File: config.mk
export PLATFORM = sky130hd
export DESIGN_NAME = register_read_buffer
export DESIGN_NICKNAME = d
export VERILOG_FILES = /design/src/rtl/register_read_buffer.sv
export SDC_FILE = /design/constraint.sdc
export NUM_CORES = 1
export LEC_CHECK = 0
export ABC_AREA = 1
export ABC_CLOCK_PERIOD_IN_PS = 7200
export BUFFER_PORTS_ARGS = -buffer_cell sky130_fd_sc_hd__clkbuf_2
export CAP_MARGIN = 20
export CORE_ASPECT_RATIO = 1.75
export CORE_MARGIN = 3
export CORE_UTILIZATION = 50
export DETAILED_ROUTE_END_ITERATION = 12
export MAX_ROUTING_LAYER = met4
export PLACE_DENSITY = 0.71
export SYNTH_ARGS = -nofsm -noshare
export SYNTH_HDL_FRONTEND = slang
export SYNTH_SLANG_ARGS = --single-unit
File: constraint.sdc
create_clock -name clk -period 7.2 [get_ports clk]
set_input_delay 1.08 -clock clk [delete_from_list [all_inputs] [get_ports clk]]
set_output_delay 1.08 -clock clk [all_outputs]
set_load 0.05 [all_outputs]
File: src/rtl/register_read_buffer.sv
// Circular buffer that captures strobed writes (no backpressure) and presents them
// to a consumer over a val/rdy handshake; writes arriving while full are dropped and flagged.
module register_read_buffer #(
  parameter int n     = 32,
  parameter int DEPTH = 4
) (
  input  logic                     clk,
  input  logic                     reset,
  input  logic                     w,
  input  logic [n-1:0]             d,
  output logic                     q_val,
  input  logic                     q_rdy,
  output logic [n-1:0]             q_msg,
  output logic [$clog2(DEPTH):0]   count,
  output logic                     full,
  output logic                     overflow,
  input  logic                     clr_ovf
);

  localparam int AW = $clog2(DEPTH);
  localparam int CW = AW + 1;
  localparam logic [AW-1:0] PTR_ONE  = {{(AW-1){1'b0}}, 1'b1};
  localparam logic [CW-1:0] CNT_ONE  = {{AW{1'b0}}, 1'b1};
  localparam logic [CW-1:0] CNT_FULL = CW'(DEPTH);

  logic [n-1:0]  mem_r [DEPTH];
  logic [AW-1:0] wr_ptr_r;
  logic [AW-1:0] rd_ptr_r;
  logic [CW-1:0] count_r;
  logic          overflow_r;

  logic          q_val_s;
  logic          full_s;
  logic          pop_s;
  logic          accept_s;
  logic          drop_s;

  // Handshake decode and output formation from registered state only
  always_comb begin
    q_val_s  = 1'b0;
    full_s   = 1'b0;
    pop_s    = 1'b0;
    accept_s = 1'b0;
    drop_s   = 1'b0;
    q_msg    = {n{1'b0}};
    if (count_r != {CW{1'b0}}) begin
      q_val_s = 1'b1;
      q_msg   = mem_r[rd_ptr_r];
    end else begin
      q_val_s = 1'b0;
    end
    full_s   = (count_r == CNT_FULL);
    pop_s    = q_val_s && q_rdy;
    // A pop in the same cycle frees the slot the incoming write needs
    accept_s = w && (!full_s || pop_s);
    drop_s   = w && full_s && !pop_s;
  end

  assign q_val    = q_val_s;
  assign full     = full_s;
  assign count    = count_r;
  assign overflow = overflow_r;

  // Storage array: no reset, only written on accepted writes outside reset
  always_ff @(posedge clk) begin
    if (accept_s && !reset) begin
      mem_r[wr_ptr_r] <= d;
    end
  end

  // Pointers, occupancy and sticky overflow flag
  always_ff @(posedge clk) begin
    if (reset) begin
      wr_ptr_r   <= {AW{1'b0}};
      rd_ptr_r   <= {AW{1'b0}};
      count_r    <= {CW{1'b0}};
      overflow_r <= 1'b0;
    end else begin
      if (accept_s) begin
        wr_ptr_r <= wr_ptr_r + PTR_ONE;
      end
      if (pop_s) begin
        rd_ptr_r <= rd_ptr_r + PTR_ONE;
      end
      case ({accept_s, pop_s})
        2'b10:   count_r <= count_r + CNT_ONE;
        2'b01:   count_r <= count_r - CNT_ONE;
        default: count_r <= count_r;
      endcase
      // A drop outranks a concurrent clear so no lost write goes unreported
      if (drop_s) begin
        overflow_r <= 1'b1;
      end else if (clr_ovf) begin
        overflow_r <= 1'b0;
      end
    end
  end

endmodule
Word-level counts from Yosys, hierarchy flattened
Memories as Yosys holds them, arrays and structs flattened. A register that Yosys moved wholly into a read port is not among the register bits.
Cells that the tools add are included.
W data, S select, Z words.
{"block": "word_totals", "reg_bits": 8, "ramBits": 128, "inputBits": 37, "memories": 1}
{"memory": "mem_r", "words": 4, "width": 32, "rd": 1, "rd_clocked_by_memory_dff": 1, "write_ports": 1, "line_no": "26", "rtl": "logic [n-1:0] mem_r [DEPTH];"}
{"block": "op_classes", "add_sub_neg": 4, "n_eq_ne": 3, "mux": 9, "n_reduce_logical": 12}
{"operator": "$mux W32", "n": 1}
{"operator": "$pmux W3 S2", "n": 1}
{"operator": "$logic_and A1 B1 Y1", "n": 5}
{"operator": "$mux W1", "n": 5}
{"operator": "$add A2 B1 Y2 const B", "n": 2}
{"operator": "$mux W2", "n": 2}
{"operator": "$reduce_bool A2 Y1", "n": 2}
{"operator": "$add A3 B1 Y3 const B", "n": 1}
{"operator": "$eq A3 B3 Y1 const B", "n": 1}
{"operator": "$logic_not A1 Y1", "n": 3}
{"operator": "$reduce_bool A3 Y1", "n": 1}
{"operator": "$sub A3 B1 Y3 const B", "n": 1}
{"operator": "$eq A2 B1 Y1 const B", "n": 1}
{"operator": "$eq A2 B2 Y1 const B", "n": 1}
{"operator": "$logic_or A1 B1 Y1", "n": 1}

Logic depth before layout (Yosys ltp)
{"block": "depth", "depth_word": 8, "mapped_depth": 11, "depth_no_buf": 11}

Worst setup path after synthesis
Ideal clock, no wire load.
{"block": "synth_path", "kind": "register -> output", "from": "reg count_r[2], in the netlist count[2]", "to": "out q_msg[0]", "arrival_ns": 2.147, "required_ns": 6.120, "slack_ns": 3.973, "stages_incl_launch_ff": 6, "path_buffers": 1, "path_cell_list": "dfxtp_1 > inv_1 > nand2_2 > inv_1 > buf_2 > a21oi_1"}
{"block": "synth_between", "elab_chain_cells": 2}
{"item": "start, declared", "line_no": "29", "rtl": "logic [CW-1:0] count_r;"}
{"item": "start signal, assigned", "line_no": "76", "rtl": "count_r <= {CW{1'b0}};"}
{"item": "start signal, assigned", "line_no": "86", "rtl": "2'b10: count_r <= count_r + CNT_ONE;"}
{"item": "start signal, assigned", "line_no": "87", "rtl": "2'b01: count_r <= count_r - CNT_ONE;"}
{"item": "$reduce_bool A3 Y1", "line_no": "46", "rtl": "if (count_r != {CW{1'b0}}) begin"}
{"item": "$mux W32", "line_no": "46"}
{"item": "end, declared", "line_no": "13", "rtl": "output logic [n-1:0] q_msg,"}
No other way between the ends.

==> run metrics <==
layout cells sized above 1 22.3%; area grow syn2layout 19.9%; Pint 1.65 mW; vias per std cell between 5 and 6; initial antenna violation count 0; met1 usage 20.7%; Clk pwr share between 30% and 40%; Peak VDD IR ~0.00033 V; post-route ant nets 0; mapped cell area between 5000 and 6000 sq um; most common cell after layout, fill and taps aside nor2_1; Tmin final 3.65 ns; final period utilization between 50% and 60%; Buffers on Ports 74; P per Cell Area between 300 and 400 nW/um^2; die width around 85 um; DP Worst Slack roughly 3.5 ns; Hold Fails Final Rpt 0; IO Pins 75; crit path buf inv count 3; CP max stage delay around 0.74 ns; Final Skew approximately 0.011 ns; RR Startpoint count[1]; Clk pin slew, worst setup/hold paths 0.06 ns; sequential-to-total area share from yosys stat between 70% and 80%; Final Instance Area about 6600 sq um; Most Crowded Layer GR met2; setup ws final approximately 3.6 ns; Root Driver clkbuf_16; Slowest-stage cell, CP inv_2; clk_lat worst skew approximately 0.4 ns; H-tree levels 4; synthesized instance count 450; vias in the first global route approximately 3700; FMAX between 200 and 300 MHz; DR WL/cell roughly 17 um; HP Class reg -> reg; TritonCTS buffer count 17; Pins Over Slew Limit 0; DRC viols 0; Final Wtd Congestion 0.746; largest net degree at the start of global routing 66; startpoint types flop; Psw about 0.8 mW; Crit Path Category reg -> out; FF-to-FF setup slack approximately 4.9 ns; row cnt 50; vias post-DR roughly 3700; GRT Util Overall between 10% and 20%; Sw Share between 30% and 40%; initial core utilization 51.4%; drt total wl 11.3 mm; Max clock buf depth 2; hold_ws approximately 0.46 ns; clk sinks 138; Mapped Nets slightly below 500; slew margin rel. between 30% and 40%; Setup Buffers After CTS 0; setup tns final 0 ns; Worst-Margin Slew approximately 1.0 ns; CP endpoint kind output pin; commonest non-fill, non-tap cells in the layout nor2_1, edfxtp_1, clkbuf_2; CP delay by family, top buffers and inverters; worst r2r dst mem_r[1][4]; first-pass GRT wire length approximately 18 mm; Die Area 12300 sq um; run status finished clean; part of the power in combinational logic roughly a quarter; met3 GRT Util 4.53%; first-pass detailed-route iteration total 5; RSZ-0062 raised after global routing no; Initial DRC Count 214; mean area per synthesized cell about 12 sq um; post-cts resize count 0; end of the critical path q_msg[21]; GRT met2 Usage roughly a third; placed cell area 5920 sq um; antenna cells 0; Crit Path Max Fanout 64; hold buffers post-CTS 0; Critical Path AT 2.57 ns; Core Area ~11000 sq um; YS warnings 0; HPWL Detailed ~6.6 mm; Leak between 2 and 2.5 nW; crit-path cells buf_12, inv_2, o21ai_0, a21oi_1, clkbuf_2; post-synth cell types 20; max-cap viol count 0; CTS tree yes; Synth Register Bits about 140; Req. time, crit path 6.12 ns; GRT Residual Overflow 0; Die H 145 um; reg2reg path depth 6; final-report setup violation count 0; Seq pwr share a little under two fifths; nets about 570; CP Depth 5
-- cells in the mapped netlist --
| cell type | number | area, sq um |
|---|---|---|
| nor2_1 | 135 | 507 |
| edfxtp_1 | 128 | 3840 |
| o21ai_1 | 43 | 215 |
| a21oi_1 | 40 | 200 |
| o21ai_0 | 24 | 120 |
| inv_1 | 16 | 60.1 |
| dfxtp_1 | 10 | 200 |
| nand2_1 | 9 | 33.8 |
| buf_2 | 8 | 40.0 |
| clkbuf_1 | 8 | 30.0 |
| buf_6 | 7 | 78.8 |
| nand3_1 | 6 | 30.0 |
| ha_1 | 4 | 50.1 |
| inv_2 | 3 | 11.3 |
| nand2_2 | 3 | 18.8 |
| nand4_1 | 2 | 12.5 |
| a21boi_0 | 1 | 7.51 |
| fa_1 | 1 | 20.0 |
| nor2_2 | 1 | 6.26 |
| xor2_1 | 1 | 8.76 |
-- per-layer routing --
layer  vias up  part of all wire (%)
met3        17                   5.2
li1       1726                     -
met2       117                    56
met1      1792                    37
met5         -                     0
met4         0                   2.1
-- cell type report --
cell class,count,area [sq um]
clock inverters,15,205
inverters,19,71.3
clock buffers,17,425
multi-input cells,270,1260
fillers,813,4110
well taps,130,163
repair buffers,78,420
flip-flops and latches,138,4050
-- power by group through the flow --
stage / Clock (mW) / Sequential, mW / Combinational (mW)
3_5_place_dp: 0 / 0.960 / 0.611
4_1_cts: 0.924 / 0.945 / 0.614
5_1_grt: 0.958 / 0.931 / 0.681
2_1_floorplan: 0 / 0.952 / 0.481
6_report: 0.916 / 0.927 / 0.631
3_3_place_gp: 0 / 0.958 / 0.601
-- worst min-delay path by stage --
stage	cells after the start	start	end
after floorplan	1	rd_ptr_r[0]	flop
after global placement	2	overflow	overflow
after detailed placement	2	overflow	overflow
after CTS	2	overflow	overflow
after global routing	2	overflow	overflow
final	2	overflow	overflow
-- metrics by stage --
| stage | util [%] | std cells | power (mW) |
|---|---|---|---|
| floorplan | - | 450 | 1.43 |
| global placement | 55.4 | 633 | 1.56 |
| detailed placement | 55.4 | 633 | 1.57 |
| CTS | 61.3 | 665 | 2.48 |
| global route | 61.6 | 667 | 2.57 |
| finish | 61.6 | 667 | 2.47 |
-- worst register-to-register path: stages, from the launching register on --
cell and delay [ns]:
dfxtp_1 0.36, nor2_2 0.07, nand2_1 0.12, inv_2 0.06, nand2_1 0.08, nand3_1 0.31, nor2_4 0.90
-- registers in the layout (all words and copies together) (netlist names), named ones only --
signal    cells
count         3
mem_r       128
overflow      1
rd_ptr_r      2
wr_ptr_r      2
-- cell families (layout without fill, tap and decap cells) --
| kind of cell | count (synthesis) | count (layout) | share of synthesized area [%] |
|---|---|---|---|
| adders and majority gates | 5 | 5 | 1.28 |
| buffers and inverters | 42 | 129 | 4.01 |
| AOI/OAI and AO/OA | 108 | 108 | 9.88 |
| xor gates and xnor gates | 1 | 1 | 0.159 |
| DFF | 138 | 138 | 73.6 |
| and+or+nand+nor | 156 | 156 | 11.1 |
Note: power is estimated with default switching activity, not from simulation.
